`src/rtl/mod_addsub_serial_pkg.sv`:
```
// Shared definitions for the ECC field arithmetic datapath: mode codes,
// FSM encoding, default sizing and the P-256 prime.
package ecc_arith_pkg;

  localparam logic OP_ADD = 1'b0;
  localparam logic OP_SUB = 1'b1;

  localparam int DEFAULT_WIDTH = 256;
  localparam int DEFAULT_LIMB  = 8;

  localparam logic [255:0] P256_P =
    256'hFFFFFFFF_00000001_00000000_00000000_00000000_FFFFFFFF_FFFFFFFF_FFFFFFFF;

  typedef enum logic [1:0] {
    IDLE = 2'd0,
    RUN  = 2'd1,
    FIN  = 2'd2
  } state_e;

endpackage

```
`src/rtl/mod_addsub_serial_if.sv`:
```
// Request/response bundle between the point-arithmetic controller (master)
// and the serial modular adder/subtractor (slave).
interface mod_addsub_serial_if
  import ecc_arith_pkg::*;
#(
  parameter int WIDTH = DEFAULT_WIDTH
);
  logic             start;
  logic             op_sub;
  logic [WIDTH-1:0] a;
  logic [WIDTH-1:0] b;
  logic [WIDTH-1:0] p;
  logic             busy;
  logic             done;
  logic [WIDTH-1:0] result;

  modport master (
    output start, op_sub, a, b, p,
    input  busy, done, result
  );

  modport slave (
    input  start, op_sub, a, b, p,
    output busy, done, result
  );
endinterface

```
`src/rtl/mod_addsub_serial_limb_addsub.sv`:
```
// Combinational LIMB-bit adder/subtractor; cout_o is the carry (add) or
// borrow (sub) out of the limb.
module limb_addsub #(
  parameter int LIMB = 8
) (
  input  logic [LIMB-1:0] x_i,
  input  logic [LIMB-1:0] y_i,
  input  logic            cin_i,
  input  logic            sub_i,
  output logic [LIMB-1:0] r_o,
  output logic            cout_o
);

  logic [LIMB:0] sum_w;

  // The extra top bit is the carry for add and, by two's-complement wrap, the borrow for sub.
  always_comb begin
    sum_w = '0;
    if (sub_i) sum_w = {1'b0, x_i} - {1'b0, y_i} - {{LIMB{1'b0}}, cin_i};
    else       sum_w = {1'b0, x_i} + {1'b0, y_i} + {{LIMB{1'b0}}, cin_i};
  end

  assign r_o    = sum_w[LIMB-1:0];
  assign cout_o = sum_w[LIMB];

endmodule

```
`src/rtl/mod_addsub_serial.sv`:
```
// Limb-serial modular adder/subtractor: S = a (+/-) b and T = S (-/+) p are
// built side by side one limb per cycle; the final carries pick S or T.
module mod_addsub_serial
  import ecc_arith_pkg::*;
#(
  parameter int WIDTH = DEFAULT_WIDTH,
  parameter int LIMB  = DEFAULT_LIMB
) (
  input  logic               clk,
  input  logic               rst_n,
  mod_addsub_serial_if.slave bus
);

  localparam int NL = WIDTH / LIMB;
  localparam int KW = (NL > 1) ? $clog2(NL) : 1;
  localparam logic [KW-1:0] K_LAST = KW'(NL - 1);

  if (WIDTH % LIMB != 0) begin : g_bad_limb
    $error("mod_addsub_serial: LIMB must divide WIDTH");
  end

  state_e           state_q;
  logic [KW-1:0]    k_q;
  logic             c1_q, c2_q, sub_q;
  logic [WIDTH-1:0] a_q, b_q, p_q, s_q, t_q, result_q;
  logic             busy_q, done_q;

  logic [LIMB-1:0]  s_limb, t_limb;
  logic             c1_d, c2_d, take_t;
  logic [WIDTH-1:0] s_d, t_d, result_d;

  limb_addsub #(.LIMB(LIMB)) u_s_chain (
    .x_i   (a_q[LIMB-1:0]),
    .y_i   (b_q[LIMB-1:0]),
    .cin_i (c1_q),
    .sub_i (sub_q),
    .r_o   (s_limb),
    .cout_o(c1_d)
  );

  // T chain applies the inverse operation with p to the limb S produces this cycle.
  limb_addsub #(.LIMB(LIMB)) u_t_chain (
    .x_i   (s_limb),
    .y_i   (p_q[LIMB-1:0]),
    .cin_i (c2_q),
    .sub_i (~sub_q),
    .r_o   (t_limb),
    .cout_o(c2_d)
  );

  // New limbs enter at the top so limb 0 lands at the bottom after NL shifts.
  assign s_d = {s_limb, s_q} >> LIMB;
  assign t_d = {t_limb, t_q} >> LIMB;

  assign take_t   = (sub_q == OP_SUB) ? c1_d : (c1_d | ~c2_d);
  assign result_d = take_t ? t_d : s_d;

  always_ff @(posedge clk or negedge rst_n) begin
    if (!rst_n) begin
      state_q  <= IDLE;
      k_q      <= '0;
      c1_q     <= 1'b0;
      c2_q     <= 1'b0;
      sub_q    <= 1'b0;
      a_q      <= '0;
      b_q      <= '0;
      p_q      <= '0;
      s_q      <= '0;
      t_q      <= '0;
      result_q <= '0;
      busy_q   <= 1'b0;
      done_q   <= 1'b0;
    end else begin
      case (state_q)
        // FIN accepts a new start just like IDLE, giving back-to-back operation.
        IDLE, FIN: begin
          done_q <= 1'b0;
          if (bus.start) begin
            a_q     <= bus.a;
            b_q     <= bus.b;
            p_q     <= bus.p;
            sub_q   <= bus.op_sub;
            k_q     <= '0;
            c1_q    <= 1'b0;
            c2_q    <= 1'b0;
            busy_q  <= 1'b1;
            state_q <= RUN;
          end else begin
            state_q <= IDLE;
          end
        end
        RUN: begin
          a_q  <= a_q >> LIMB;
          b_q  <= b_q >> LIMB;
          p_q  <= p_q >> LIMB;
          s_q  <= s_d;
          t_q  <= t_d;
          c1_q <= c1_d;
          c2_q <= c2_d;
          k_q  <= k_q + KW'(1);
          if (k_q == K_LAST) begin
            result_q <= result_d;
            busy_q   <= 1'b0;
            done_q   <= 1'b1;
            state_q  <= FIN;
          end
        end
        default: state_q <= IDLE;
      endcase
    end
  end

  assign bus.busy   = busy_q;
  assign bus.done   = done_q;
  assign bus.result = result_q;

endmodule

```
`src/flat_wrapper.sv`:
```
// flat-port wrapper written by rule: the top's interface ports become plain ports
module mod_addsub_serial_flat import ecc_arith_pkg::*;
#(
  parameter int WIDTH = DEFAULT_WIDTH,
  parameter int LIMB  = DEFAULT_LIMB
)
  (clk, rst_n, bus_start, bus_op_sub, bus_a, bus_b, bus_p, bus_busy, bus_done, bus_result);
  mod_addsub_serial_if #(.WIDTH(WIDTH)) bus_i ();
  input  logic clk;
  input  logic rst_n;
  input wire logic [$bits(bus_i.start)-1:0] bus_start;
  input wire logic [$bits(bus_i.op_sub)-1:0] bus_op_sub;
  input wire logic [$bits(bus_i.a)-1:0] bus_a;
  input wire logic [$bits(bus_i.b)-1:0] bus_b;
  input wire logic [$bits(bus_i.p)-1:0] bus_p;
  output wire logic [$bits(bus_i.busy)-1:0] bus_busy;
  output wire logic [$bits(bus_i.done)-1:0] bus_done;
  output wire logic [$bits(bus_i.result)-1:0] bus_result;
  assign bus_i.start = bus_start;
  assign bus_i.op_sub = bus_op_sub;
  assign bus_i.a = bus_a;
  assign bus_i.b = bus_b;
  assign bus_i.p = bus_p;
  assign bus_busy = bus_i.busy;
  assign bus_done = bus_i.done;
  assign bus_result = bus_i.result;
  mod_addsub_serial #(.WIDTH(WIDTH), .LIMB(LIMB)) u_core (.clk(clk), .rst_n(rst_n), .bus(bus_i));
endmodule
```
`config.mk`:
```
export PLATFORM = sky130hd
export DESIGN_NAME = mod_addsub_serial_flat
export DESIGN_NICKNAME = d
export VERILOG_FILES = /design/src/rtl/mod_addsub_serial_pkg.sv /design/src/rtl/mod_addsub_serial_if.sv /design/src/rtl/mod_addsub_serial_limb_addsub.sv /design/src/rtl/mod_addsub_serial.sv /design/src/flat_wrapper.sv
export SDC_FILE = /design/constraint.sdc
export NUM_CORES = 2
export LEC_CHECK = 0
export CORE_MARGIN = 2
export CORE_UTILIZATION = 29
export DETAILED_ROUTE_END_ITERATION = 10
export PLACE_DENSITY_LB_ADDON = 0.3
export SYNTH_ARGS = -nofsm -noshare
export SYNTH_HDL_FRONTEND = slang
export SYNTH_SLANG_ARGS = --single-unit
```
`constraint.sdc`:
```
create_clock -name clk -period 7 [get_ports clk]
set_input_delay 1.75 -clock clk [delete_from_list [all_inputs] [get_ports clk]]
set_output_delay 1.75 -clock clk [all_outputs]
set_load 0.02 [all_outputs]
```
# == Word level (Yosys, flattened, before mapping) ==
# Index checks and enable logic that the tools add are counted.
# classes
add_sub_neg,9
n_eq_ne,5
muxes,23
bitwise,2
n_reduce_logical,8
# op_table
operator,n
$pmux W256 S2,3
$mux W256,4
$add A8 B8 Y9,2
$add A9 B1 Y9,2
$mux W9,2
$sub A8 B8 Y9,2
$sub A9 B1 Y9,2
$pmux W5 S2,1
$pmux W1 S2,4
$reduce_and A2 Y1,4
$mux W1,6
$add A5 B1 Y5 const B,1
$eq A5 B5 Y1 const B,1
$mux W5,1
$pmux W2 S2,1
$reduce_and A3 Y1,1
$eq A2 B1 Y1 const B,1
$eq A2 B2 Y1 const B,1
$logic_not A2 Y1,1
$mux W2,1
$ne A2 B1 Y1 const B,1
$ne A2 B2 Y1 const B,1
$reduce_bool A2 Y1,1
$reduce_or A2 Y1,1
2 further kinds,2
# totals
ff_bits,1548
in_bits,772
out_inout_bits,258
word_cells,60

# == Longest topological paths before layout ==
# logic_depth
depth_word,10
ltp_mapped,22
ltp_nobuf,20

# == By module ==
# Synthesis repeated with hierarchy kept, for this count alone.
# unflattened
hier_cells,7880
area_unflattened_um2,66239.8
# modules_own_cells
module,n_inst,cells_each,area_each_um2
mod_addsub_serial,1,7642,64414.3
limb_addsub (u_core.u_s_chain),1,119,913.4
limb_addsub (u_core.u_t_chain),1,119,912.1

# == Least setup slack after synthesis ==
# No wires, ideal clock.
# synth_path
path_type,register to register
from,register u_core.b_q[0]
to,"register u_core.result_q[255], in the netlist u_core.bus.result[255]"
t_arrival_ps,4122
required_ps,6927
path_slack_ps,2805
path_stages_with_launch,20
synth_period_minus_slack_ps,4195
path_cell_list,dfrtp_1 > inv_1 > fa_1 > ha_1 > nand2_1 > nand2_1 > a31o_2 > a211o_1 > a31oi_1 > ha_1 > ha_1 > a21oi_1 > mux2i_1 > nand4_1 > o311ai_1 > and2_4 > buf_12 > buf_8 > a21oi_2 > a21oi_2
# synth_via
elab_chain_len,10
word_cells_on_any_way,14
# synth_lines
item,line_no,text
start: declaration,mod_addsub_serial.sv:25,"logic [WIDTH-1:0] a_q, b_q, p_q, s_q, t_q, result_q;"
start signal: assignment,mod_addsub_serial.sv:80,b_q <= bus.b;
start signal: assignment,mod_addsub_serial.sv:94,b_q <= b_q >> LIMB;
$add A8 B8 Y9 / $sub A8 B8 Y9 (equally long branches),"mod_addsub_serial_limb_addsub.sv:20, mod_addsub_serial_limb_addsub.sv:19",
$add A9 B1 Y9 / $sub A9 B1 Y9 (equally long branches),"mod_addsub_serial_limb_addsub.sv:20, mod_addsub_serial_limb_addsub.sv:19",
$mux W9 (*),mod_addsub_serial_limb_addsub.sv:19,"if (sub_i) sum_w = {1'b0, x_i} - {1'b0, y_i} - {{LIMB{1'b0}}, cin_i};"
named net u_core.s_limb[7],mod_addsub_serial.sv:28,"logic [LIMB-1:0] s_limb, t_limb;"
$sub A8 B8 Y9 / $add A8 B8 Y9 (equally long branches),"mod_addsub_serial_limb_addsub.sv:19, mod_addsub_serial_limb_addsub.sv:20",
$sub A9 B1 Y9 / $add A9 B1 Y9 (equally long branches),"mod_addsub_serial_limb_addsub.sv:19, mod_addsub_serial_limb_addsub.sv:20",
$mux W9,mod_addsub_serial_limb_addsub.sv:19,
$not A1 Y1,mod_addsub_serial.sv:55,assign take_t = (sub_q == OP_SUB) ? c1_d : (c1_d | ~c2_d);
$or A1 B1 Y1,mod_addsub_serial.sv:55,
$mux W1,mod_addsub_serial.sv:55,
$mux W256 (*),mod_addsub_serial.sv:56,assign result_d = take_t ? t_d : s_d;
end signal: assignment,mod_addsub_serial.sv:102,result_q <= result_d;
end: declaration,mod_addsub_serial.sv:25,
# Mark *: on every way through the listed nets, which the timed path passes. The rest lies on a longest branch.
# A chain may end at the register's enable or synchronous reset.

# == Final worst setup path ==
# layout_path
from,register u_core.b_q[4]
to,"register u_core.result_q[254], in the netlist u_core.bus.result[254]"
# layout_via
elab_chain_len,10
word_cells_on_any_way,14
# layout_lines
item,line_no
$add A8 B8 Y9 / $sub A8 B8 Y9 (equally long branches),"mod_addsub_serial_limb_addsub.sv:20, mod_addsub_serial_limb_addsub.sv:19"
$add A9 B1 Y9 / $sub A9 B1 Y9 (equally long branches),"mod_addsub_serial_limb_addsub.sv:20, mod_addsub_serial_limb_addsub.sv:19"
$mux W9 (*),mod_addsub_serial_limb_addsub.sv:19
named net u_core.s_limb[7],mod_addsub_serial.sv:28
$sub A8 B8 Y9 / $add A8 B8 Y9 (equally long branches),"mod_addsub_serial_limb_addsub.sv:19, mod_addsub_serial_limb_addsub.sv:20"
$sub A9 B1 Y9 / $add A9 B1 Y9 (equally long branches),"mod_addsub_serial_limb_addsub.sv:19, mod_addsub_serial_limb_addsub.sv:20"
$mux W9 (*),mod_addsub_serial_limb_addsub.sv:19
$not A1 Y1 (*),mod_addsub_serial.sv:55
$or A1 B1 Y1 (*),mod_addsub_serial.sv:55
$mux W1 (*),mod_addsub_serial.sv:55
$mux W256 (*),mod_addsub_serial.sv:56
# Marks and branches as above.

==> impl_results.md <==
* Starting Density at 29.10%
* Final hold violation count at 0
* HPWL after DPL at 175900 µm
* Row count at 188
* 1st-iter DRT viols at 4263
* Worst slew margin at 20.24%
* CTS Root Cell: clkbuf_16
* Yosys warnings at 0
* Critical Path End Type: flip-flop
* Cell Pwr Density at 510.1 nW/µm²
* Total Power at 48.76 mW
* Fmax at 179.7 MHz
* CTS max path bufs at 3
* Ratio of cells with drive above 1 in the final layout at 9.182%
* Port buffer count at 1029
* RSZ-0062 raised after global routing: no
* Clock skew at 58.03 ps
* Status: complete, no violations
* DR vias/cell at 4.917
* TritonCTS clock tree: built
* TritonRoute pass-1 iters at 5
* Highest ir drop seen on vdd at 1.308 mV
* Via count at 60670
* Fin. max-slew vios at 0
* Drt drc at 0
* Cell repeated most along the worst path: ha_1
* Placement Cell Area at 89240 µm²
* Least-Margin Pin Slew at 1196 ps
* CTS buffer count at 182
* Commonest non-fill, non-tap cell in the layout: nand2_1
* Post-synthesis register bit count at 1532
* Internal power at 26.93 mW
* Synth cell types at 58
* Total grt overflow at 0
* Startpoint class of the critical path: flip-flop
* Synth Cell Area at 76240 µm²
* Die X at 516.8 µm
* # nets final at 9417
* Yosys top cell area share at 50.28%
* Post-cts resize count at 0
* Core Area at 262000 µm²
* CP max stage delay at 750 ps
* Post-synth EDFFs at 0
* WL/cell at 20.81 µm
* Most frequent cells in the layout: nand2_1, dfrtp_1, clkdlybuf4s50_1
* Multi-input logic area at 34900 µm²
* Vias in the first global route at 59060
* Synth area leader: dfrtp_1
* Critical path arrival at 6250 ps
* Tot GR Track Use at 18.59%
* Post-route setup TNS at 0 ps
* Worst R2R Setup Slack at 1430 ps
* Main area contributors after synthesis: dfrtp_1, mux2i_1, nand2_1
* Final wirelength at 256800 µm
* Sequential share of the synthesized area at 50.28%
* Gate Count Post-Synth at 7936
* Leakage at 37.91 nW
* Post-CTS Setup Bufs at 0
* Asr flop ratio synth at 100.0%
* Hold_buf cts at 0
* Clk pwr share at 20.0%
* Reg area at 38340 µm²
* Fillers at 26230
* Crit path max-delay family: compound AO/OA/AOI/OAI gates
* Switch Pwr at 21.83 mW
* Critical path class: reg2reg
* Max-cap check violation count at 0
* Fin area at 95590 µm²
* Post-synth top flop: dfrtp_1
* Post-route minimum period at 5565 ps
* Gate power share at 44.8%
* CTS sink count at 1532
* H-tree depth at 4
* Switching share of power at 44.76%
* Worst-Skew Late Latency at 830 ps
* Syn_area_per_cell at 9.607 µm²
* IO Count at 1030
* Critical path buffers and inverters at 2
* Die Height at 516.8 µm
* Highest net fanout along the worst path at 41
* # setup viols final at 0
* Fin crit share at 79.50%
* Hold Crit Class: reg2reg
* Sequential power share at 35.1%
* Synthesized net count at 8758
* Slowest cell on crit path: and2_4
* Critical path required time at 7680 ps
* Clock transition time at the flip-flop clock pins of the worst setup and hold paths at 60 ps
* Area Overhead vs Synth at 25.38%
* Die area at 267000 µm²
* Initial antenna violation count at 140
* Cell Chain, Critical Path: ha_1 > inv_1 > ha_1 > a21o_1 > a31o_2 > a211o_1 > a31oi_1 > ha_1 > ha_1 > a21oi_1 > mux2i_1 > nand4_1 > o311ai_1 > and2_4 > buf_12 > nor2_1 > o31ai_1
* ANT nets after route at 0
* Routability congestion estimate at 0.8360
* First-pass GRT wire length at 382200 µm
* Largest net degree at the start of global routing at 241
## logic make-up (layout without fill, tap and decap cells)
logic type      Yosys count  in the layout  synth area share, %
xor+xnor                 17             17               0.1953
other cells               0             78                    0
flops                  1532           1532                50.28
buf+inv                 689           1498                4.004
mux                     744            744                9.774
compound gates         2112           2112                18.54
fa+ha+maj                50             50               0.8993
simple gates           2792           2792                16.31
## layer usage
layer / GRT usage (%) / routed length (µm)
met2: 30.31 / 123100
met3: 5.172 / 17160
met5: 0 / 792
met1: 23.78 / 109400
met4: 5.809 / 6365
## worst paths after layout
| path | startpoint | endpoint | depth (start not counted) |
|---|---|---|---|
| setup reg to reg | u_core.b_q[4]$_DFFE_PN0P_ | u_core.bus.result[254]$_DFFE_PN0P_ | 17 |
| setup / recovery | u_core.b_q[4]$_DFFE_PN0P_ | u_core.bus.result[254]$_DFFE_PN0P_ | 17 |
| max in group asynchronous | rst_n | u_core.s_q[218]$_DFFE_PN0P_ | 3 |
| min in group asynchronous | rst_n | u_core.t_q[42]$_DFFE_PN0P_ | 1 |
| hold reg to reg | u_core.s_q[231]$_DFFE_PN0P_ | u_core.s_q[223]$_DFFE_PN0P_ | 2 |
| hold / removal | u_core.s_q[231]$_DFFE_PN0P_ | u_core.s_q[223]$_DFFE_PN0P_ | 2 |
## metrics by stage
step,setup WS [ps],util [%],hold slack [ps],instances
after floorplan,2805,-,445.6,7936
after global placement,1549,34.06,458.6,11930
after detailed placement,1429,34.06,461.7,11930
after CTS,1409,36.41,464.0,12260
after global routing,1098,36.45,486.0,12300
final,1435,36.48,468.1,12340
## cells in the mapped netlist, drive strengths merged (3+ instances only)
cell,instances
a31oi,5
inv,42
nand3,3
nor2,273
a211oi,742
o31a,3
o21a,9
nand2b,10
a22o,24
mux2i,743
fa,8
nor3,7
a21oi,1261
xor2,5
ha,42
xnor2,12
clkbuf,529
o21ai,39
nor2b,739
nand2,1743
dfrtp,1532
o31ai,3
o22ai,8
nand4,4
nor4,3
buf,118
## state kept, by name, summed over array words and instances, names as in the netlist
name,count
u_core.a_q,256
u_core.b_q,256
u_core.bus.busy,1
u_core.bus.done,1
u_core.bus.result,256
u_core.c1_q,1
u_core.c2_q,1
u_core.k_q,5
u_core.p_q,256
u_core.s_q,248
u_core.state_q,2
u_core.sub_q,1
u_core.t_q,248
## layout make-up
cell class | instances | share of cell area (%)
flip-flops and latches | 1532 | 40.11
well taps | 3515 | 4.601
repair buffers | 1122 | 11.96
multi-input cells | 5715 | 36.51
inverters | 42 | 0.1728
clock buffers | 275 | 5.740
clock inverters | 59 | 0.7003
diodes | 78 | 0.2042
## worst min-delay path: stages (launching register included)
cell and delay [ps]:
dfrtp_1 360, nand2_1 60, nand2_1 50
## power by group through the flow
| stage | registers, mW | clock network (mW) | logic (mW) |
|---|---|---|---|
| 2_1_floorplan | 16.1 | 0 | 16.0 |
| 3_3_place_gp | 17.1 | 0 | 21.6 |
| 3_5_place_dp | 17.3 | 0 | 22.0 |
| 4_1_cts | 17.1 | 10.1 | 22.1 |
| 5_1_grt | 17.6 | 10.4 | 24.2 |
| 6_report | 17.1 | 9.78 | 21.9 |
No activity file was read; power rests on OpenSTA's default activity.
